### src/rtl/rv_pkg.sv
// Shared encodings for the fetch-stage PC controller: BCU redirect flag values
// and the fetch FSM state type.
package rv_pkg;

   // 2-bit redirect flag produced by the branch control unit
   localparam logic [1:0] BR_SEQ   = 2'b00;
   localparam logic [1:0] BR_TAKEN = 2'b01;
   localparam logic [1:0] BR_JALR  = 2'b10;
   localparam logic [1:0] BR_SYS   = 2'b11;

   // Fetch FSM states
   typedef enum logic [1:0] {
      RUN  = 2'd0,
      HALT = 2'd1,
      TRAP = 2'd2
   } state_t;

endpackage

### src/rtl/pc_next_sel.sv
// Next-PC selection for the fetch stage: resolves the redirect target from the
// BCU flag, flags misaligned targets, and forms the sequential/stalled PC.
module pc_next_sel
   import rv_pkg::*;
#(
   parameter int XLEN = 32
) (
   input  logic [1:0]      i_flag,
   input  logic [XLEN-1:0] i_br_target,
   input  logic [XLEN-1:0] i_jalr_target,
   input  logic [XLEN-1:0] i_pc,
   input  logic            i_stall,
   output logic [XLEN-1:0] o_tgt,
   output logic            o_misalign,
   output logic            o_redirect,
   output logic [XLEN-1:0] o_seq_pc
);

   logic w_is_br;

   // Target mux, alignment check and the non-redirect PC (hold on stall, else +4)
   always_comb begin
      w_is_br    = (i_flag == BR_TAKEN) || (i_flag == BR_JALR);
      o_tgt      = (i_flag == BR_TAKEN) ? i_br_target
                                        : {i_jalr_target[XLEN-1:1], 1'b0};
      // bit0 is always clear here, so only bit1 can make the target non-word-aligned
      o_misalign = w_is_br && o_tgt[1];
      o_redirect = w_is_br && !o_tgt[1];
      o_seq_pc   = i_stall ? i_pc : (i_pc + XLEN'(4));
   end

endmodule

### src/rtl/pc_fetch_ctrl.sv
// Fetch-stage PC controller: owns the PC register, applies BCU redirects,
// generates pipeline squash signals, and runs the RUN/HALT/TRAP fetch FSM.
module pc_fetch_ctrl
   import rv_pkg::*;
#(
   parameter int                XLEN     = 32,
   parameter logic [XLEN-1:0]   RESET_PC = '0,
   parameter int                CNT_W    = 16
) (
   input  logic             clk,
   input  logic             rst,
   input  logic             stall,
   input  logic [1:0]       br_flag,
   input  logic [XLEN-1:0]  ex_pc,
   input  logic [XLEN-1:0]  br_target,
   input  logic [XLEN-1:0]  jalr_target,
   input  logic             resume,
   output logic [XLEN-1:0]  pc,
   output logic [XLEN-1:0]  pc_plus4,
   output logic             if_id_flush,
   output logic             id_ex_flush,
   output logic             halted,
   output logic             trap,
   output logic [XLEN-1:0]  trap_pc,
   output logic [CNT_W-1:0] redirect_cnt
);

   state_t           r_state;
   state_t           w_state_next;
   logic [XLEN-1:0]  r_pc;
   logic [XLEN-1:0]  w_pc_next;
   logic [XLEN-1:0]  r_trap_pc;
   logic [XLEN-1:0]  w_trap_pc_next;
   logic [CNT_W-1:0] r_cnt;
   logic             w_cnt_inc;
   logic             w_flush;

   logic [XLEN-1:0]  w_tgt;
   logic             w_misalign;
   logic             w_redirect;
   logic [XLEN-1:0]  w_seq_pc;

   pc_next_sel #(
      .XLEN (XLEN)
   ) u_next_sel (
      .i_flag        (br_flag),
      .i_br_target   (br_target),
      .i_jalr_target (jalr_target),
      .i_pc          (r_pc),
      .i_stall       (stall),
      .o_tgt         (w_tgt),
      .o_misalign    (w_misalign),
      .o_redirect    (w_redirect),
      .o_seq_pc      (w_seq_pc)
   );

   // Next-state, next-PC and squash decode; outside RUN everything is frozen and flushed
   always_comb begin
      w_state_next   = r_state;
      w_pc_next      = r_pc;
      w_trap_pc_next = r_trap_pc;
      w_cnt_inc      = 1'b0;
      w_flush        = 1'b1;
      case (r_state)
         RUN: begin
            w_flush = (br_flag != BR_SEQ);
            if (br_flag == BR_SYS) begin
               // halt resumes after the system instruction, not at it
               w_state_next = HALT;
               w_pc_next    = ex_pc + XLEN'(4);
            end else if (w_misalign) begin
               w_state_next   = TRAP;
               w_trap_pc_next = ex_pc;
            end else if (w_redirect) begin
               // redirect wins over stall: the stalled ID instruction is wrong-path
               w_pc_next = w_tgt;
               w_cnt_inc = 1'b1;
            end else begin
               w_pc_next = w_seq_pc;
            end
         end
         HALT: begin
            if (resume) begin
               w_state_next = RUN;
            end
         end
         TRAP: begin
            // sticky until reset
         end
         default: begin
            w_state_next = RUN;
         end
      endcase
   end

   // State, PC, trap PC and saturating redirect counter registers
   always_ff @(posedge clk) begin
      if (rst) begin
         r_state   <= RUN;
         r_pc      <= RESET_PC;
         r_trap_pc <= '0;
         r_cnt     <= '0;
      end else begin
         r_state   <= w_state_next;
         r_pc      <= w_pc_next;
         r_trap_pc <= w_trap_pc_next;
         if (w_cnt_inc && (r_cnt != {CNT_W{1'b1}})) begin
            r_cnt <= r_cnt + CNT_W'(1);
         end
      end
   end

   assign pc           = r_pc;
   assign pc_plus4     = r_pc + XLEN'(4);
   assign if_id_flush  = w_flush;
   assign id_ex_flush  = w_flush;
   assign halted       = (r_state == HALT);
   assign trap         = (r_state == TRAP);
   assign trap_pc      = r_trap_pc;
   assign redirect_cnt = r_cnt;

endmodule

### config.mk
export PLATFORM = sky130hd
export DESIGN_NAME = pc_fetch_ctrl
export DESIGN_NICKNAME = d
export VERILOG_FILES = /design/src/rtl/rv_pkg.sv /design/src/rtl/pc_next_sel.sv /design/src/rtl/pc_fetch_ctrl.sv
export SDC_FILE = /design/constraint.sdc
export NUM_CORES = 1
export LEC_CHECK = 0
export BUFFER_PORTS_ARGS = -buffer_cell sky130_fd_sc_hd__buf_2
export CAP_MARGIN = 20
export CELL_PAD_IN_SITES_DETAIL_PLACEMENT = 2
export CELL_PAD_IN_SITES_GLOBAL_PLACEMENT = 2
export CORE_MARGIN = 2
export CORE_UTILIZATION = 29
export CTS_BUF_LIST = sky130_fd_sc_hd__clkbuf_8
export CTS_CLUSTER_SIZE = 10
export DETAILED_ROUTE_END_ITERATION = 12
export GPL_ROUTABILITY_DRIVEN = 0
export GPL_TIMING_DRIVEN = 0
export PLACE_DENSITY_LB_ADDON = 0.1
export REMOVE_ABC_BUFFERS = 1
export SKIP_CTS_REPAIR_TIMING = 1
export SYNTH_ARGS = -nofsm -noshare
export SYNTH_HDL_FRONTEND = slang
export SYNTH_SLANG_ARGS = --single-unit
### constraint.sdc
create_clock -name clk -period 3.07 [get_ports clk]
set_input_delay 0.307 -clock clk [delete_from_list [all_inputs] [get_ports clk]]
set_output_delay 0.307 -clock clk [all_outputs]
set_load 0.03 [all_outputs]
; After elaboration in Yosys (flattened, before gate mapping)
; Cells that the tools add are included.
[op_classes]
addsub = 3
muxes = 14
bitwise_logic = 2
n_reduce_logical = 10
n_eq_ne = 10
[op_table]
columns = op, count
row1 = $mux W32, 5
row2 = $add A32 B3 Y32 const B, 2
row3 = $add A16 B1 Y16 const B, 1
row4 = $ne A16 B16 Y1 const B, 1
row5 = $reduce_and A3 Y1, 3
row6 = $eq A2 B2 Y1 const B, 3
row7 = $mux W2, 3
row8 = $pmux W2 S3, 1
row9 = $mux W1, 5
row10 = $eq A2 B1 Y1 const B, 2
row11 = $ne A2 B2 Y1 const B, 2
row12 = $logic_and A1 B1 Y1, 3
row13 = $ne A3 B1 Y1 const B, 1
row14 = $ne A3 B2 Y1 const B, 1
row15 = $logic_not A2 Y1, 1
row16 = $not A1 Y1, 2
row17 = $reduce_bool A2 Y1, 1
row18 = $logic_not A1 Y1, 1
row19 = $logic_or A1 B1 Y1, 1
[totals]
ff_bits = 82
output_inout_bits = 116
inputBits = 102

; Depth between registers and ports, before layout
[logic_depth]
ltp_word = 9
mapped_depth = 11
depth_no_buf = 8

; By module
; A second synthesis with hierarchy kept.
[unflattened]
hier_cells = 733
area_unflattened_um2 = 5890.6
[by_module_without_submodules]
columns = mod, cells_per_inst, area_per_inst_um2, instances
row1 = pc_fetch_ctrl, 613, 4874.7, 1
row2 = pc_next_sel, 120, 1016.0, 1

; Least setup slack after synthesis
; Ideal clock, no wire load.
[synth_path]
kind = reg2out
startpoint = register r_pc[5] (netlist: pc[5])
endpoint = output port pc_plus4[29]
arrival_time_ns = 2.244
setup_slack_ns = 0.519
stages_incl_launch_ff = 6
path_cell_list = dfxtp_1 -> clkbuf_2 -> nand4_4 -> or3_4 -> or3_1 -> xnor2_1
[synth_via]
elab_chain_len = 1
[synth_lines]
columns = element, line
row1 = "start, declared", pc_fetch_ctrl.sv:30  ; logic [XLEN-1:0] r_pc;
row2 = "start signal, assigned", pc_fetch_ctrl.sv:105  ; r_pc <= w_pc_next;
row3 = $add A32 B3 Y32, pc_fetch_ctrl.sv:114  ; assign pc_plus4 = r_pc + XLEN'(4);
row4 = "end, declared", pc_fetch_ctrl.sv:19  ; output logic [XLEN-1:0] pc_plus4,
; Every way passes these cells.

; Final worst setup path
[layout_path]
startpoint = register r_pc[2] (netlist: pc[2])
endpoint = output port pc_plus4[30]
; The elaborated chain is that of the path after synthesis.

==> impl_metrics.tcl <==
set metrics [dict create \
    die-height_um 138 \
    internal-power_mw 2.10 \
    ant_nets 0 \
    synthToLayoutAreaGrowth_pct 30.6 \
    core-area_mm2 0.0178 \
    layout_commonest_cell "buf_2" \
    fin_nets 962 \
    status "complete, no violations" \
    fp.dieArea_mm2 0.0192 \
    diodes 0 \
    max-cap-violations 0 \
    htree_levels 3 \
    fin_crit_ns 2.94 \
    synth_seq_cells 82 \
    swShare_pct 37.7 \
    p_leak_nw 2.97 \
    required_ns 2.76 \
    skew_ns 0.00955 \
    cts_tree "done" \
    dp_hpwl_um 17000 \
    fmax_ghz 0.340 \
    wl_per_cell_um 20.7 \
    hold_viol_final 0 \
    synthArstFlopShare_pct 0 \
    mostFrequentLayoutCells "buf_2, nand2_1, dfxtp_1" \
    start_kind "register" \
    first_pass_iters 5 \
    final_util_pct 38.4 \
    end_kind "output pin" \
    finalSetupViolations 0 \
    clkPwrFrac_pct 32.5 \
    vias_per_cell 5.37 \
    ys_seq_area_share_pct 31.3 \
    avgSynthCellArea_um2 7.88 \
    p_sw_mw 1.27 \
    drc 0 \
    clkTransAtPathRegs_ns 0.09 \
    clkSinkCount 82 \
    hold_class "in -> reg" \
    synth_warnings 0 \
    clock_path_buffers 2 \
    syn_area_mm2 0.00524 \
    drive_gt1_share_pct 31.7 \
    synth_enable_flop_cells 0 \
    synthCells 665 \
    critical_path_class "reg -> out" \
    io_pins 218 \
    drt-total-wl_um 22600 \
    yosys.cell_types.count 64 \
    synthFlopType "dfxtp_1" \
    cts_made_buffers 9 \
    worst_pin_slew_ns 1.01 \
    grt_use_total_pct 23.1 \
    slew_violations 0 \
    period_share_pct 95.8 \
    crit_fanout 6 \
    insertion_delay_ns 0.38 \
    grt_max_degree 52 \
    p_seq_share_pct 36.9 \
    ctsRootBufferMaster "clkbuf_8" \
    io_buffers 216 \
    drt_iter0_markers 211 \
    vdd_drop_max_mv 0.249 \
    crit_arrival_ns 2.63 \
    comb_power_share_pct 30.6 \
    power_mw 3.36 \
    die_w_um 138 \
    rows 49 \
    power_density_mw_per_mm2 492 \
    relSlewSlack_pct 32.0 \
    grt_pass1_vias 6439 \
    grt_overflow 0 \
    initial_utilization_pct 29.4 \
    num_vias 5842 \
    antenna_found_initial 0 \
    grt_pass1_wl_um 35600 \
]
sequential cells by signal (all words and copies together), names as in the netlist:
name	count
pc	32
r_state	2
redirect_cnt	16
trap_pc	32
routing by layer:
layer | share of wire [%] | up-vias | track usage (%) | routed length, um
met4 | 1.7 | 0 | 6.55 | 374
met1 | 41 | 2908 | 27.0 | 9250
met5 | 0 | - | 0 | 0
li1 | - | 2767 | - | -
met3 | 4.4 | 23 | 4.12 | 995
met2 | 53 | 144 | 43.0 | 12000
area by class of cell:
| cell class | count | area (um2) |
|---|---|---|
| Clock buffer | 9 | 124 |
| Clock inverter | 7 | 141 |
| Fill cell | 2115 | 11000 |
| Inverter | 12 | 45.0 |
| Multi-Input combinational cell | 526 | 3400 |
| Sequential cell | 82 | 1640 |
| Tap cell | 229 | 287 |
| Timing Repair Buffer | 223 | 1200 |
Yosys cell counts, types with 3 or more instances:
library cell,instances,area share [%]
inv_1,12,0.86
clkbuf_1,28,2.0
a22oi_1,3,0.43
o22ai_1,4,0.48
buf_2,9,0.86
dfxtp_1,82,31
and4_1,5,0.84
nor2b_1,3,0.36
nand4_1,23,2.7
o32ai_1,9,1.5
xnor2_1,38,6.3
a221oi_1,10,1.7
nand3_1,32,3.1
and2_1,4,0.48
xor2_1,28,4.7
a21oi_1,47,4.5
mux2_2,7,1.5
buf_4,5,0.72
a31oi_1,3,0.36
or3_1,3,0.36
nand2_1,96,6.9
nor3_2,4,0.76
ha_1,6,1.4
nand3b_1,3,0.43
mux2i_1,24,4.6
o21ai_0,22,2.1
o21a_1,5,0.72
nand2b_1,3,0.36
nor3_1,16,1.5
nor4_1,4,0.48
nor2_1,60,4.3
and3_1,15,1.8
a211oi_1,10,1.4
a222oi_1,5,0.95
power groups by stage:
stage	Clock, mW	Combinational (mW)	Sequential, mW
after floorplan	0	0.468	1.39
after global placement	0	0.982	1.26
after detailed placement	0	1.02	1.27
after CTS	1.12	1.03	1.24
after global routing	1.17	1.11	1.26
final	1.09	1.03	1.24
path summary, 6_finish.rpt:
kind | cells past startpoint | endpoint | startpoint | slack, ns
worst min-delay path | 2 | r_state[0] | resume | 0.14
worst max-delay path | 7 | pc_plus4[30] | pc[2] | 0.13
worst min register to register | 2 | trap_pc[11] | trap_pc[11] | 0.46
worst max register to register | 8 | pc[20] | pc[2] | 0.60
critical path, stage by stage, from the launching register on:
cell     delay (ns)
dfxtp_1        0.49
ha_2           0.31
nand3_1        0.19
nor3_4         0.39
nand3_1        0.22
nor2_1         0.29
xnor2_1        0.15
buf_2          0.21
kinds of logic after synthesis:
kind of cell	share of synthesized area [%]
XOR/XNOR	11.3
AND/OR/NAND/NOR	27.5
adder cells (fa/ha/maj)	1.43
buffers and inverters	4.68
multiplexers	6.35
AO/OA/AOI/OAI	17.4
flip-flops	31.3
per-stage QoR:
stage	hold WS (ns)	setup TNS (ns)	setup slack (ns)	cells	cell area, um2
floorplan	0.376	-17.52	-0.726	620	5040
global placement	0.439	-135.36	-2.57	1065	6410
detailed placement	0.451	-26.17	-1.08	1069	6500
CTS	0.111	-13.85	-0.693	1085	6770
global route	0.148	-0.0169	-0.0169	1088	6840
finish	0.144	0	0.130	1088	6840
Note: power is estimated with default switching activity, not from simulation.
